**src/rtl/craps_round_ctrl.sv**
```systemverilog
// Craps round sequencer: roll-button edge to dice request, dice validation, come-out/point resolution.
// Optional win/loss tally counters are built when CRAPS_STATS_EN is defined.
module craps_round_ctrl #(
  parameter int unsigned CNT_W   = 8,
  parameter int unsigned TMO_CYC = 15
) (
  input  logic             clk,
  input  logic             reset,
  input  logic             roll_i,
  input  logic [2:0]       die_a_i,
  input  logic [2:0]       die_b_i,
  input  logic             dice_valid_i,
  output logic             dice_req_o,
  output logic [3:0]       sum_o,
  output logic [3:0]       point_o,
  output logic [1:0]       phase_o,
  output logic             busy_o
`ifdef CRAPS_STATS_EN
  ,
  output logic [CNT_W-1:0] win_cnt_o,
  output logic [CNT_W-1:0] loss_cnt_o
`endif
);

  localparam int unsigned TMR_W = 8;
  localparam int unsigned SUM_W = 4;

  typedef enum logic [2:0] {
    CO_IDLE,
    CO_WAIT,
    PT_IDLE,
    PT_WAIT,
    WIN,
    LOSE
  } state_e;

  state_e             state_q, state_d;
  logic               roll_q;
  logic               dice_req_q, dice_req_d;
  logic [SUM_W-1:0]   sum_q, sum_d;
  logic [SUM_W-1:0]   point_q, point_d;
  logic [1:0]         phase_q, phase_d;
  logic               busy_q, busy_d;
  logic [TMR_W-1:0]   timer_q, timer_d;

  logic               roll_edge_c;
  logic               dice_ok_c;
  logic [SUM_W-1:0]   roll_sum_c;

  assign roll_edge_c = roll_i & ~roll_q;
  assign dice_ok_c   = (die_a_i != 3'd0) && (die_a_i != 3'd7) &&
                       (die_b_i != 3'd0) && (die_b_i != 3'd7);
  assign roll_sum_c  = SUM_W'(die_a_i) + SUM_W'(die_b_i);

  // Next-state, roll resolution and request generation
  always_comb begin
    state_d    = state_q;
    dice_req_d = 1'b0;
    sum_d      = sum_q;
    point_d    = point_q;
    timer_d    = timer_q;
    phase_d    = 2'b00;
    busy_d     = 1'b0;

    unique case (state_q)
      CO_IDLE: begin
        if (roll_edge_c) begin
          state_d    = CO_WAIT;
          dice_req_d = 1'b1;
          timer_d    = '0;
        end
      end
      WIN, LOSE: begin
        if (roll_edge_c) begin
          state_d    = CO_WAIT;
          dice_req_d = 1'b1;
          timer_d    = '0;
          point_d    = '0;
        end
      end
      PT_IDLE: begin
        if (roll_edge_c) begin
          state_d    = PT_WAIT;
          dice_req_d = 1'b1;
          timer_d    = '0;
        end
      end
      CO_WAIT, PT_WAIT: begin
        if (dice_valid_i) begin
          if (!dice_ok_c) begin
            // Back-to-back requests are suppressed; the timeout re-requests instead
            dice_req_d = ~dice_req_q;
            timer_d    = '0;
          end else begin
            sum_d = roll_sum_c;
            if (state_q == CO_WAIT) begin
              unique case (roll_sum_c)
                4'd7, 4'd11:        state_d = WIN;
                4'd2, 4'd3, 4'd12:  state_d = LOSE;
                default: begin
                  point_d = roll_sum_c;
                  state_d = PT_IDLE;
                end
              endcase
            end else if (roll_sum_c == point_q) begin
              state_d = WIN;
            end else if (roll_sum_c == 4'd7) begin
              state_d = LOSE;
            end else begin
              state_d = PT_IDLE;
            end
          end
        end else if (timer_q == TMR_W'(TMO_CYC)) begin
          dice_req_d = 1'b1;
          timer_d    = '0;
        end else begin
          timer_d = timer_q + TMR_W'(1);
        end
      end
      default: state_d = CO_IDLE;
    endcase

    unique case (state_d)
      PT_IDLE:  phase_d = 2'b01;
      PT_WAIT: begin
        phase_d = 2'b01;
        busy_d  = 1'b1;
      end
      CO_WAIT:  busy_d  = 1'b1;
      WIN:      phase_d = 2'b10;
      LOSE:     phase_d = 2'b11;
      default:  phase_d = 2'b00;
    endcase
  end

  // State and output registers
  always_ff @(posedge clk) begin
    if (reset) begin
      state_q    <= CO_IDLE;
      roll_q     <= 1'b0;
      dice_req_q <= 1'b0;
      sum_q      <= '0;
      point_q    <= '0;
      phase_q    <= 2'b00;
      busy_q     <= 1'b0;
      timer_q    <= '0;
    end else begin
      state_q    <= state_d;
      roll_q     <= roll_i;
      dice_req_q <= dice_req_d;
      sum_q      <= sum_d;
      point_q    <= point_d;
      phase_q    <= phase_d;
      busy_q     <= busy_d;
      timer_q    <= timer_d;
    end
  end

  assign dice_req_o = dice_req_q;
  assign sum_o      = sum_q;
  assign point_o    = point_q;
  assign phase_o    = phase_q;
  assign busy_o     = busy_q;

`ifdef CRAPS_STATS_EN
  logic [CNT_W-1:0] win_cnt_q;
  logic [CNT_W-1:0] loss_cnt_q;
  logic             win_evt_c;
  logic             loss_evt_c;

  assign win_evt_c  = (state_d == WIN)  && (state_q != WIN);
  assign loss_evt_c = (state_d == LOSE) && (state_q != LOSE);

  // Saturating game tallies
  always_ff @(posedge clk) begin
    if (reset) begin
      win_cnt_q  <= '0;
      loss_cnt_q <= '0;
    end else begin
      if (win_evt_c && (win_cnt_q != {CNT_W{1'b1}})) begin
        win_cnt_q <= win_cnt_q + CNT_W'(1);
      end
      if (loss_evt_c && (loss_cnt_q != {CNT_W{1'b1}})) begin
        loss_cnt_q <= loss_cnt_q + CNT_W'(1);
      end
    end
  end

  assign win_cnt_o  = win_cnt_q;
  assign loss_cnt_o = loss_cnt_q;
`else
  logic unused_cfg;
  assign unused_cfg = ^(32'(CNT_W));
`endif

endmodule

```
**config.mk**
```make
export PLATFORM = sky130hd
export DESIGN_NAME = craps_round_ctrl
export DESIGN_NICKNAME = d
export VERILOG_FILES = /design/src/rtl/craps_round_ctrl.sv
export SDC_FILE = /design/constraint.sdc
export NUM_CORES = 1
export LEC_CHECK = 0
export BUFFER_PORTS_ARGS = -buffer_cell sky130_fd_sc_hd__buf_2
export CORE_MARGIN = 2
export CORE_UTILIZATION = 60
export CTS_CLUSTER_DIAMETER = 150
export DETAILED_ROUTE_END_ITERATION = 8
export HOLD_SLACK_MARGIN = 0.02
export PLACE_DENSITY = 0.95
export RECOVER_POWER = 25
export SETUP_SLACK_MARGIN = 0.02
export SLEW_MARGIN = 20
export SYNTH_ARGS = -nofsm -noshare
export SYNTH_HDL_FRONTEND = slang
export SYNTH_SLANG_ARGS = --single-unit
```
**constraint.sdc**
```tcl
create_clock -name clk -period 7.8 [get_ports clk]
set_input_delay 0.78 -clock clk [delete_from_list [all_inputs] [get_ports clk]]
set_output_delay 0.78 -clock clk [all_outputs]
set_load 0.02 [all_outputs]
```
==> flow_summary_export.csv, run 1 <==
group,metric,value,unit
worst_setup_path,cp-end-kind,"register",
global_route,grt_max_degree,25,
clock_tree,path_clk_slew,130,ps
yosys,synthArstFlopShare,0,
worst_setup_path,path_class,"input port to register",
detailed_routing,ant_nets,0,
floorplan,start_util,0.643,
clock_tree,cts.sinks,24,
floorplan,die-width,52.9,um
global_route,grt.total_usage,0.284,
worst_setup_path,ff2ff_path_depth,5,
yosys,yosysSeqAreaShare,0.335,
worst_setup_path,cp_cell_sequence,"buf_2, ha_1, fa_1, xnor2_1, a2111oi_0, o31ai_1, a31oi_2, nor3_4, a311oi_2",
layout,final_nets,198,
job,maxCapViolCount,0,
layout,drive_gt1_frac,0.159,
sta,finalCriticalPeriod,3380,ps
worst_setup_path,worst_ep_required_time,7960,ps
sta,setup_viol,0,
sta,worst_pin_slew,1130,ps
clock_tree,cts_tree,"yes",
yosys,synth_cell_types,48,
worst_setup_path,cpMaxStageDelayCell,"fa_1",
clock_tree,cts_setup_buffers,0,
placed_design,hpwl,2520,um
layout,layout_commonest_cell,"dfxtp_1",
yosys,yosys_warnings,0,
layout,antenna_cells,0,
worst_setup_path,worst_r2r_endpoint,"timer_q[3]$_SDFFE_PP0P_",
min_path,whs_path_depth,2,
clock_tree,numCtsBuffers,3,
global_route,grt_pass1_vias,1246,
clock_tree,insertion_delay,320,ps
yosys,synth.cell_area,0.00144,mm^2
worst_setup_path,slowest_delay,470,ps
layout,final_util,0.703,
floorplan,rows,17,
yosys,synth.avg_cell_area,8.80,um^2
worst_setup_path,cp_max_fo,8,
floorplan,core,0.00223,mm^2
sta,clock_skew,2.03,ps
sta,rsz0062_at_grt,"no",
sta,relSlewSlack,0.247,
placed_design,numPortBuffers,21,
floorplan,io_pins,22,
power,p_switching,82.4,uW
yosys,synth_nets,178,
layout,layout_common_cells,"dfxtp_1, nor2_1, a21oi_1, buf_2, nand2_1",
power,internal_power,178,uW
detailed_routing,vias_per_cell,6.70,
min_path,min_to,"point_o[2]$_SDFFE_PP0P_",
global_route,grt_pass1_wl,5720,um
min_path,hp-start,"point_o[2]$_SDFFE_PP0P_",
floorplan,die_height,52.9,um
global_route,overflow,0,
yosys,synth_seq_cells,24,
worst_setup_path,worstReg2RegStart,"timer_q[0]$_SDFFE_PP0P_",
power,irDropWorstVdd,143,uV
placed_design,gp_congestion,0.911,
min_path,hp-class,"register to register",
worst_setup_path,startpoint_type,"input port",
sta,setup_ws,4420,ps
clock_tree,htreeDepth,1,
sta,period_share,0.433,
placed_design,dp_slack,4310,ps
detailed_routing,wl_per_cell,16.4,um
detailed_routing,drc,0,
sta,final_hold_viol_count,0,
clock_tree,cts-root-buf,"clkbuf_4",
sta,finalSetupTns,0,ps
power,p_leak,0.000584,uW
sta,slew_viol_final,0,
clock_tree,post_cts_resized,0,
power,p_sw_frac,0.317,
detailed_routing,dr.pass1.iters,5,
outcome,status,"finished clean",
detailed_routing,drt_first_iter_violations,69,
global_route,antenna_found_initial,0,
power,powerDensity,166,mW/mm^2
power,pwr-share-seq,0.499,
detailed_routing,vias,1407,
yosys,synth_cells,163,
yosys,synth_ff_type,"dfxtp_1",
power,p_clk_frac,0.258,
floorplan,dieArea,0.00280,mm^2
yosys,synth-edff-count,0,
layout,synthToLayoutAreaGrowth,9.33,%
worst_setup_path,crit_arrival,3550,ps
layout,fillers,191,
clock_tree,hold_buffers,0,
detailed_routing,routed_wl,3450,um
clock_tree,cts_max_path_buffers,2,
sta,fmax,0.296,GHz
power,p_comb_frac,0.243,
worst_setup_path,r2r_slack,5390,ps
==> power groups by stage <==
stage	Clock, uW	Sequential, uW	Combinational (uW)
floorplan	0	135	43.0
global placement	0	132	59.4
detailed placement	0	132	61.5
CTS	65.6	130	62.4
global route	72.0	130	68.0
finish	67.1	130	63.1
==> Yosys cell counts, drive strengths merged, types with 3 or more instances <==
master | n | area share
dfxtp | 24 | 0.33
nor2 | 14 | 0.037
a21oi | 12 | 0.042
nand2 | 11 | 0.029
or3 | 8 | 0.035
nand3 | 7 | 0.024
nor3 | 6 | 0.032
a211oi | 5 | 0.026
a311oi | 5 | 0.052
and3 | 5 | 0.023
inv | 5 | 0.013
nand2b | 5 | 0.022
o21ai | 5 | 0.017
ha | 4 | 0.035
nor2b | 4 | 0.017
a2111oi | 3 | 0.027
buf | 3 | 0.014
clkbuf | 3 | 0.0078
nor4 | 3 | 0.013
xor2 | 3 | 0.018
==> through the flow <==
step           instance area, um^2  hold slack [ps]  std cells  power, uW
2_1_floorplan                 1440              461        163        178
3_3_place_gp                  1540              454        206        191
3_5_place_dp                  1540              461        206        194
4_1_cts                       1580              481        210        258
5_1_grt                       1570              539        210        270
6_report                      1570              483        210        260
==> worst max path at each step <==
| stage | cells past startpoint | start | to |
|---|---|---|---|
| 4_1_cts | 9 | die_a_i[0] | timer_q[3]$_SDFFE_PP0P_ |
| 6_report | 9 | die_a_i[0] | timer_q[3]$_SDFFE_PP0P_ |
| 2_1_floorplan | 8 | die_a_i[0] | timer_q[2]$_SDFFE_PP0P_ |
| 5_1_grt | 9 | die_a_i[0] | timer_q[3]$_SDFFE_PP0P_ |
| 3_5_place_dp | 9 | die_a_i[0] | timer_q[3]$_SDFFE_PP0P_ |
| 3_3_place_gp | 9 | die_a_i[0] | timer_q[2]$_SDFFE_PP0P_ |
==> worst max-delay path: cells and delay by family <==
family / cells / cell delay, ps
buffers and inverters: 1 / 110
adder cells (fa/ha/maj): 2 / 700
XOR/XNOR: 1 / 460
AO/OA/AOI/OAI: 4 / 1050
AND/OR/NAND/NOR: 1 / 440
==> layer usage <==
layer / up-vias / global-route usage / share of wire / wire [um]
met3: 17 / 0.0395 / 0.079 / 274
met4: 0 / 0.128 / 0.033 / 114
met1: 657 / 0.371 / 0.43 / 1470
met5: - / 0 / 0 / 0
li1: 653 / - / - / -
met2: 80 / 0.463 / 0.46 / 1590
==> logic make-up (layout without fill, tap and decap cells) <==
kind of cell / Yosys count / count (layout) / synth area share
muxes: 2 / 2 / 0.0139
buffers and inverters: 11 / 30 / 0.0349
DFF: 24 / 24 / 0.335
AOI/OAI and AO/OA: 43 / 43 / 0.243
and+or+nand+nor: 73 / 73 / 0.283
xor gates and xnor gates: 5 / 5 / 0.0410
adders and majority gates: 5 / 5 / 0.0488
==> layout make-up <==
type                       count  area (um^2)  area share
sequential                    24          480       0.306
timing repair buffer          21         93.8      0.0598
clock buffer                   4         36.3      0.0231
inverter                       5         18.8      0.0120
tap                           28         35.0      0.0223
multi-input combinational    128          905       0.577
==> registers in the layout (all words and copies together), names as in the netlist <==
signal,flops
roll_q,1
phase_o,2
timer_q,8
sum_o,4
point_o,4
state_q,3
dice_req_o,1
busy_o,1
Power figures use the tool's default switching activity.
==> inputs of run 2 (changes only) <==
--- a/config.mk
+++ b/config.mk
@@ -7,11 +7,11 @@
 export LEC_CHECK = 0
 export BUFFER_PORTS_ARGS = -buffer_cell sky130_fd_sc_hd__buf_2
 export CORE_MARGIN = 2
-export CORE_UTILIZATION = 60
+export CORE_UTILIZATION = 56
 export CTS_CLUSTER_DIAMETER = 150
 export DETAILED_ROUTE_END_ITERATION = 8
 export HOLD_SLACK_MARGIN = 0.02
-export PLACE_DENSITY = 0.95
+export PLACE_DENSITY = 0.9
 export RECOVER_POWER = 25
 export SETUP_SLACK_MARGIN = 0.02
 export SLEW_MARGIN = 20
==> constraint.sdc (replaced) <==
create_clock -name clk -period 3.2 [get_ports clk]
set_input_delay 0.32 -clock clk [delete_from_list [all_inputs] [get_ports clk]]
set_output_delay 0.32 -clock clk [all_outputs]
set_load 0.02 [all_outputs]
==> flow_summary_export.csv, run 2 (synthesized netlist as in run 1, its figures left out) <==
group,metric,value,unit
sta,rsz0062_at_grt,"no",
worst_setup_path,cp_max_fo,8,
global_route,antenna_found_initial,0,
floorplan,start_util,0.585,
detailed_routing,wl_per_cell,15.5,um
sta,period_share,0.848,
worst_setup_path,cpLargestDelayFamily,"compound AO/OA/AOI/OAI gates",
floorplan,dieArea,0.00298,mm^2
global_route,overflow,0,
detailed_routing,dr.pass1.iters,4,
layout,fillers,210,
clock_tree,htreeDepth,1,
detailed_routing,drt_first_iter_violations,44,
global_route,grt_pass1_wl,5140,um
global_route,grt.total_usage,0.241,
outcome,status,"finished clean",
worst_setup_path,cpMaxStageDelayCell,"fa_1",
floorplan,die-width,54.6,um
sta,finalCriticalPeriod,2720,ps
sta,slew_viol_final,0,
layout,antenna_cells,0,
detailed_routing,vias_per_cell,6.41,
detailed_routing,vias,1359,
min_path,hp-class,"input port to register",
sta,final_hold_viol_count,0,
detailed_routing,ant_nets,0,
worst_setup_path,worst_ep_required_time,3350,ps
sta,clock_skew,4.07,ps
worst_setup_path,cp-end-kind,"register",
clock_tree,cts_tree,"yes",
layout,largest-register,"timer_q",
worst_setup_path,cp_cell_sequence,"buf_2, ha_1, fa_1, xnor2_1, a2111oi_0, o31ai_1, a31oi_2, nor3_4, a311oi_2",
layout,layout_common_cells,"dfxtp_1, nor2_1, a21oi_1, buf_2, nand2_1",
sta,finalSetupTns,0,ps
worst_setup_path,crit_arrival,2860,ps
worst_setup_path,slowest_delay,460,ps
floorplan,rows,18,
clock_tree,cts.sinks,24,
worst_setup_path,startpoint_type,"input port",
layout,layout_commonest_cell,"dfxtp_1",
layout,drive_gt1_frac,0.159,
clock_tree,post_cts_resized,0,
global_route,grt_max_degree,25,
clock_tree,path_clk_slew,120,ps
placed_design,gp_congestion,0.928,
clock_tree,insertion_delay,300,ps
sta,fmax,0.368,GHz
placed_design,hpwl,2530,um
sta,setup_viol,0,
placed_design,numPortBuffers,21,
layout,multi_input_area,905,um^2
worst_setup_path,worst-path-buf-inv,1,
sta,worst_pin_slew,1080,ps
clock_tree,hold_buffers,0,
floorplan,die_height,54.6,um
floorplan,core,0.00245,mm^2
clock_tree,numCtsBuffers,3,
sta,relSlewSlack,0.277,
layout,largest_reg_flops,8,
layout,final_nets,199,
layout,register_area,480,um^2
floorplan,io_pins,22,
worst_setup_path,path_class,"input port to register",
clock_tree,cts_setup_buffers,0,
power,irDropWorstVdd,329,uV
power,p_leak,0.000582,uW
power,powerDensity,379,mW/mm^2
global_route,grt_pass1_vias,1202,
detailed_routing,routed_wl,3280,um
detailed_routing,drc,0,
job,maxCapViolCount,0,
sta,whs,245,ps
clock_tree,cts_max_path_buffers,2,
layout,synthToLayoutAreaGrowth,9.07,%
clock_tree,cts-root-buf,"clkbuf_4",
-- run 2: cell types whose count changed in the layout (fill, tap and decap cells not counted) --
cell,before,now
buf_4,0,1
clkbuf_8,1,0
-- run 2: worst paths after layout --
kind | depth (start not counted) | endpoint | slack [ps] | from
hold reg to reg | 2 | point_o[2]$_SDFFE_PP0P_ | 480 | point_o[2]$_SDFFE_PP0P_
hold / removal | 2 | roll_q$_SDFF_PP0_ | 240 | roll_i
setup / recovery | 9 | timer_q[2]$_SDFFE_PP0P_ | 480 | die_a_i[0]
setup reg to reg | 6 | timer_q[2]$_SDFFE_PP0P_ | 880 | state_q[0]$_SDFF_PP0_
-- run 2: stage by stage --
step	power (uW)	cell area, um^2	setup WS, ps	std cells	utilization
2_1_floorplan	434	1440	681	163	-
3_3_place_gp	468	1550	341	209	0.633
3_5_place_dp	474	1550	204	209	0.633
4_1_cts	602	1580	539	212	0.642
5_1_grt	629	1570	327	212	0.638
6_report	594	1570	485	212	0.638
-- run 2: cell type report --
type	count	area share
flip-flops and latches	24	0.307
well taps	30	0.0240
clock buffers	3	0.0144
repair buffers	22	0.0647
inverters	5	0.0120
multi-input cells	128	0.578
-- run 2: per-layer routing --
metal | track usage | up-vias | routed length, um
met1 | 0.326 | 655 | 1450
met4 | 0.0833 | 0 | 17
met5 | 0 | - | 0
met2 | 0.391 | 45 | 1660
met3 | 0.0328 | 2 | 153
li1 | - | 657 | -
-- run 2: power breakdown --
part | switching, uW | internal (uW) | leakage (uW)
Combinational | 97.5 | 55.0 | 0.000373
Clock | 81.7 | 43.9 | 0.0000138
Sequential | 7.15 | 309 | 0.000195
